===== config.mk =====
export PLATFORM = sky130hd
export DESIGN_NAME = retire_trace_monitor
export DESIGN_NICKNAME = d
export VERILOG_FILES = /design/src/rtl/retire_trace_monitor.sv
export SDC_FILE = /design/constraint.sdc
export NUM_CORES = 1
export LEC_CHECK = 0
export CAP_MARGIN = 20
export CORE_MARGIN = 1
export CORE_UTILIZATION = 55
export CTS_CLUSTER_SIZE = 14
export DETAILED_ROUTE_END_ITERATION = 10
export PLACE_DENSITY = 0.73
export SLEW_MARGIN = 40
export SYNTH_ARGS = -nofsm -noshare
export SYNTH_HDL_FRONTEND = slang
export SYNTH_SLANG_ARGS = --single-unit
export TNS_END_PERCENT = 10

===== constraint.sdc =====
create_clock -name clk -period 16.27 [get_ports clk]
set_clock_uncertainty 0.05 [all_clocks]
set_input_delay 3.254 -clock clk [delete_from_list [all_inputs] [get_ports clk]]
set_output_delay 3.254 -clock clk [all_outputs]
set_load 0.05 [all_outputs]

===== src/rtl/retire_trace_monitor.sv =====
// Commit-trace monitor: captures WB retirements into a show-ahead trace FIFO,
// counts cycles/retirements and ends the run on a tohost store or watchdog.
//
// state   | meaning
// RUN     | capturing retirements and counting cycles
// PASS    | tohost store of 1 seen
// FAIL    | tohost store of an odd value other than 1; fail_code holds value >> 1
// TIMEOUT | watchdog reached MAX_CYCLES without a tohost store
module retire_trace_monitor #(
  parameter int unsigned     XLEN        = 32,
  parameter int unsigned     DEPTH       = 16,
  parameter int unsigned     MAX_CYCLES  = 200,
  parameter logic [XLEN-1:0] TOHOST_ADDR = 'h400,
  parameter bit              SKIP_PC0    = 1'b1
) (
  input  logic            clk,
  input  logic            reset,
  input  logic            ret_valid,
  input  logic [XLEN-1:0] ret_pc,
  input  logic            ret_we,
  input  logic [4:0]      ret_rd,
  input  logic [XLEN-1:0] ret_wdata,
  input  logic            st_valid,
  input  logic [XLEN-1:0] st_addr,
  input  logic [XLEN-1:0] st_data,
  output logic            tr_valid,
  input  logic            tr_ready,
  output logic [XLEN-1:0] tr_pc,
  output logic            tr_we,
  output logic [4:0]      tr_rd,
  output logic [XLEN-1:0] tr_wdata,
  output logic [31:0]     tr_seq,
  output logic [31:0]     cycle_count,
  output logic [31:0]     retired_count,
  output logic [1:0]      status,
  output logic [XLEN-2:0] fail_code,
  output logic            overflow,
  output logic            done
);

  localparam int unsigned AW       = (DEPTH > 2) ? $clog2(DEPTH) : 1;
  localparam int unsigned RW       = 2 * XLEN + 38;
  localparam logic [31:0] CYC_LAST = 32'(MAX_CYCLES - 1);

  typedef enum logic [1:0] {
    ST_RUN     = 2'd0,
    ST_PASS    = 2'd1,
    ST_FAIL    = 2'd2,
    ST_TIMEOUT = 2'd3
  } state_t;

  state_t status_q, status_d;

  logic [RW-1:0] mem [DEPTH];
  logic [AW:0]   wr_ptr, rd_ptr;
  logic [RW-1:0] rec_in, rec_out;
  logic          running, capture, push, pop, empty, full;
  logic          tohost_hit, wd_expire;

  assign running    = (status_q == ST_RUN);
  assign capture    = running && ret_valid && !(SKIP_PC0 && (ret_pc == '0));
  assign empty      = (wr_ptr == rd_ptr);
  assign full       = (wr_ptr[AW] != rd_ptr[AW]) && (wr_ptr[AW-1:0] == rd_ptr[AW-1:0]);
  assign tr_valid   = !empty;
  assign pop        = tr_valid && tr_ready;
  // A full FIFO still accepts a push when the head leaves in the same cycle.
  assign push       = capture && (!full || pop);
  assign tohost_hit = st_valid && (st_addr == TOHOST_ADDR) && st_data[0];
  assign wd_expire  = (MAX_CYCLES != 0) && (cycle_count == CYC_LAST);

  assign rec_in  = {ret_pc, ret_we && (ret_rd != 5'd0), ret_rd, ret_wdata, retired_count};
  assign rec_out = mem[rd_ptr[AW-1:0]];

  // Masking keeps the record outputs at zero whenever nothing is buffered.
  assign tr_seq   = tr_valid ? rec_out[31:0]                : '0;
  assign tr_wdata = tr_valid ? rec_out[XLEN+31:32]          : '0;
  assign tr_rd    = tr_valid ? rec_out[XLEN+36:XLEN+32]     : '0;
  assign tr_we    = tr_valid ? rec_out[XLEN+37]             : 1'b0;
  assign tr_pc    = tr_valid ? rec_out[2*XLEN+37:XLEN+38]   : '0;

  assign status = status_q;

  always_comb begin
    status_d = status_q;
    if (status_q == ST_RUN) begin
      if (tohost_hit) begin
        status_d = (st_data == XLEN'(1)) ? ST_PASS : ST_FAIL;
      end else if (wd_expire) begin
        status_d = ST_TIMEOUT;
      end
    end
  end

  always_ff @(posedge clk) begin
    if (!reset) begin
      status_q      <= ST_RUN;
      cycle_count   <= '0;
      retired_count <= '0;
      fail_code     <= '0;
      overflow      <= 1'b0;
      done          <= 1'b0;
      wr_ptr        <= '0;
      rd_ptr        <= '0;
    end else begin
      status_q <= status_d;
      if (running) cycle_count <= cycle_count + 32'd1;
      if (capture) retired_count <= retired_count + 32'd1;
      if (running && status_d == ST_FAIL) fail_code <= st_data[XLEN-1:1];
      if (capture && full && !pop) overflow <= 1'b1;
      if (push) wr_ptr <= wr_ptr + 1'b1;
      if (pop) rd_ptr <= rd_ptr + 1'b1;
      done <= !running && empty;
    end
  end

  always_ff @(posedge clk) begin
    if (push) mem[wr_ptr[AW-1:0]] <= rec_in;
  end

endmodule


==> qor.yml <==
flow_run:
  cap_violations: 0
timing:
  finalCritPeriodShare_pct: 53.3
  setup_violations: 0
  worstMarginPinSlew_ns: 0.906
  min_period_ns: 8.68
  hold_viol: 0
  slew_viol_final: 0
  rsz0062_at_grt: "no"
  tns_ns: 0
  slew_headroom_pct: 39.6
  setup_ws_ns: 7.59
  max_freq_mhz: 115
  hold_ws_ns: 0.428
clock_network:
  numCtsBuffers: 170
  clkLatencyLatePin_ns: 0.80
  hold_buffers: 0
  htree_levels: 4
  post_cts_buffers: 0
  cts_tree: "done"
  clock_path_buffers: 3
  path_clk_slew_ns: 0.06
  cts-resized-gates: 0
  cts_sinks: 1745
  cts_root_buf: "clkbuf_16"
die:
  die_area_um2: 124000
  die_y_um: 352
  io_pins: 341
  placementRows: 128
  core-area_um2: 122000
  start_util_pct: 55.4
  dieWidth_um: 352
setup_path:
  crit_arrival_ns: 5.37
  r2r_end: "mem[13][11]$_DFFE_PP_"
  r2r_start: "status[0]$_SDFF_PN0_"
  cp.required_ns: 12.97
  cp_max_fo: 56
  cp-start-kind: "register"
  cpPeakStageDelay_ns: 0.79
  ff2ff_path_depth: 8
  path_delay_family: "buffers and inverters"
  crit_buf_inv: 5
  reg2reg_slack_ns: 11.77
  endpoint_kind: "primary output"
  path_cells: "buf_12 > buf_16 > buf_16 > clkbuf_8 > mux4_2 > mux4_2 > nor2b_1 > clkdlybuf4s50_1"
  critPathKind: "register to primary output"
  cp_slowest_cell: "clkdlybuf4s50_1"
yosys:
  synth_top_cell_area_share_pct: 72.6
  avgSynthCellArea_um2: 21.9
  synth.net_count: 3221
  synth_flop_cell: "edfxtp_1"
  syn_inst: 3075
  synth-edff-count: 1632
  synth-seq-area-share_pct: 76.0
  synth.most_common_cell: "edfxtp_1"
  yosys.cell_types.count: 51
  ys_async_sr_fraction_pct: 0
  synthTopCellsByCount: "edfxtp_1 (1,632), mux4_2 (510), dfxtp_1 (113)"
  syn-cell-area_um2: 67500
  synthTopCellsByArea: "edfxtp_1 (73%), mux4_2 (17%), dfxtp_1 (3.4%)"
  ys_seq_elements: 1745
  yosys.area.top_type: "edfxtp_1"
  yosys_warnings: 0
global_route:
  grt_overflow_total: 0
  grt_pass1_wl_mm: 231
  grt.total_usage_pct: 25.6
  grt_pass1_vias: 34600
  grt_max_degree: 86
  grt_util_met3_pct: 5.37
  grt_util_met2_pct: 43.4
  met1_usage_pct: 33.9
  grt.busiest_layer: "met2"
  antenna_found_initial: 7
drt:
  drc_errors: 0
  vias_per_cell: 6.34
  postRouteAntennaNets: 0
  dr.pass1.iters: 5
  wl_per_cell_um: 29.9
  drt_wl_total_mm: 157
  num_vias: 33200
  drtIter0Drc: 3677
min_path:
  hold_depth: 2
  hold_path.class: "register to register"
  hp-start: "fail_code[7]$_SDFFE_PN0P_"
  min_to: "fail_code[7]$_SDFFE_PN0P_"
placed_design:
  place_ws_ns: 7.83
  hpwl_mm: 84.0
  port_buffers: 340
  gp_congestion: 0.849
power:
  ir_drop_mv: 0.109
  power_density_nw_per_um2: 127
  total_power_w: 0.00995
  p_leak_nw: 23.4
finish:
  finalNetCount: 3623
  syn2layout_area_growth_pct: 16.0
  drive_gt1_share_pct: 24.1
outcome:
  status: "complete, no violations"
per-layer routing:
layer	up-vias	share of wire, %	wire length, µm
met5	-	0.017	27
met4	4	2.1	3340
met3	235	8.2	12800
met2	1544	52	81600
met1	17700	38	59400
li1	13700	-	-
state kept, by name (all words and copies together) (netlist names), 2 cells and up, named ones only:
| register | count |
|---|---|
| cycle_count | 32 |
| fail_code | 31 |
| mem | 1632 |
| rd_ptr | 5 |
| retired_count | 32 |
| status | 2 |
| wr_ptr | 5 |
cell type report:
class                   instances  area (µm²)
flip-flops and latches       1745       51300
fillers                      7968       43400
repair buffers                426        4310
multi-input cells            1119       15300
well taps                    1625        2030
clock inverters                84         618
inverters                      15        56.3
clock buffers                 231        4680
diodes                          3        7.51
placed cells by master, fill, tap and decap left out, types with 6 or more instances in the layout:
cell,instances
edfxtp_1,1632
mux4_2,510
clkdlybuf4s50_1,339
clkbuf_16,174
dfxtp_1,109
nor2b_1,102
buf_4,56
nand2_1,54
nand3_1,52
a21oi_1,52
nor2_1,49
clkbuf_1,46
nor4_1,40
o21ai_0,37
clkinv_1,35
xnor2_1,29
clkinv_2,25
nand4_1,22
buf_6,19
or4_1,15
inv_1,14
nand2b_1,14
nor3_1,12
clkbuf_8,12
mux2i_1,11
nor2_4,10
o21ai_1,9
or3_1,9
o31ai_1,9
inv_6,8
ha_1,7
buf_16,7
xor2_1,6
nor3_2,6
nor4_2,6
worst reg2reg max path: stages (launching register included):
cell and delay, ns:
dfxtp_1 0.36, nor2_2 0.19, nand2_1 0.20, a21oi_2 0.50, nand3_1 0.46, nor2_4 0.58, buf_16 0.24, buf_4 0.70
buf_4 0.82
power breakdown:
part	switching, W	leakage [nW]	internal, W	total, W
combinational	0.000722	5.27	0.000547	0.00127
clock	0.00165	2.58	0.00209	0.00374
sequential	0.0000202	15.6	0.00493	0.00495
cell families (layout without fill, tap and decap cells):
logic type | Yosys count | count (layout) | share of synthesized area, %
flops | 1745 | 1745 | 76.0
mux | 521 | 521 | 17.2
simple gates | 420 | 420 | 3.50
buf+inv | 211 | 756 | 1.60
compound gates | 136 | 136 | 1.17
xor+xnor | 35 | 35 | 0.454
fa+ha+maj | 7 | 7 | 0.130
other cells | 0 | 3 | 0
worst max-delay path by stage:
stage | startpoint | to | slack, ns | depth (start not counted)
2_1_floorplan | ret_pc[8] | wr_ptr[4]$_SDFFE_PN0P_ | 1.72 | 5
3_3_place_gp | register | tr_seq[12] | 7.27 | 7
3_5_place_dp | register | tr_seq[31] | 7.83 | 8
4_1_cts | register | tr_seq[31] | 6.93 | 8
5_1_grt | register | tr_seq[31] | 7.25 | 8
6_report | register | tr_seq[31] | 7.59 | 8
per-stage QoR:
step	instances	instance area [µm²]	util [%]
floorplan	3075	67500	-
global placement	4921	72600	59.7
detailed placement	4928	72900	59.9
CTS	5243	78200	64.2
global route	5248	78300	64.3
finish	5248	78300	64.3
No activity file was read; power rests on OpenSTA's default activity.
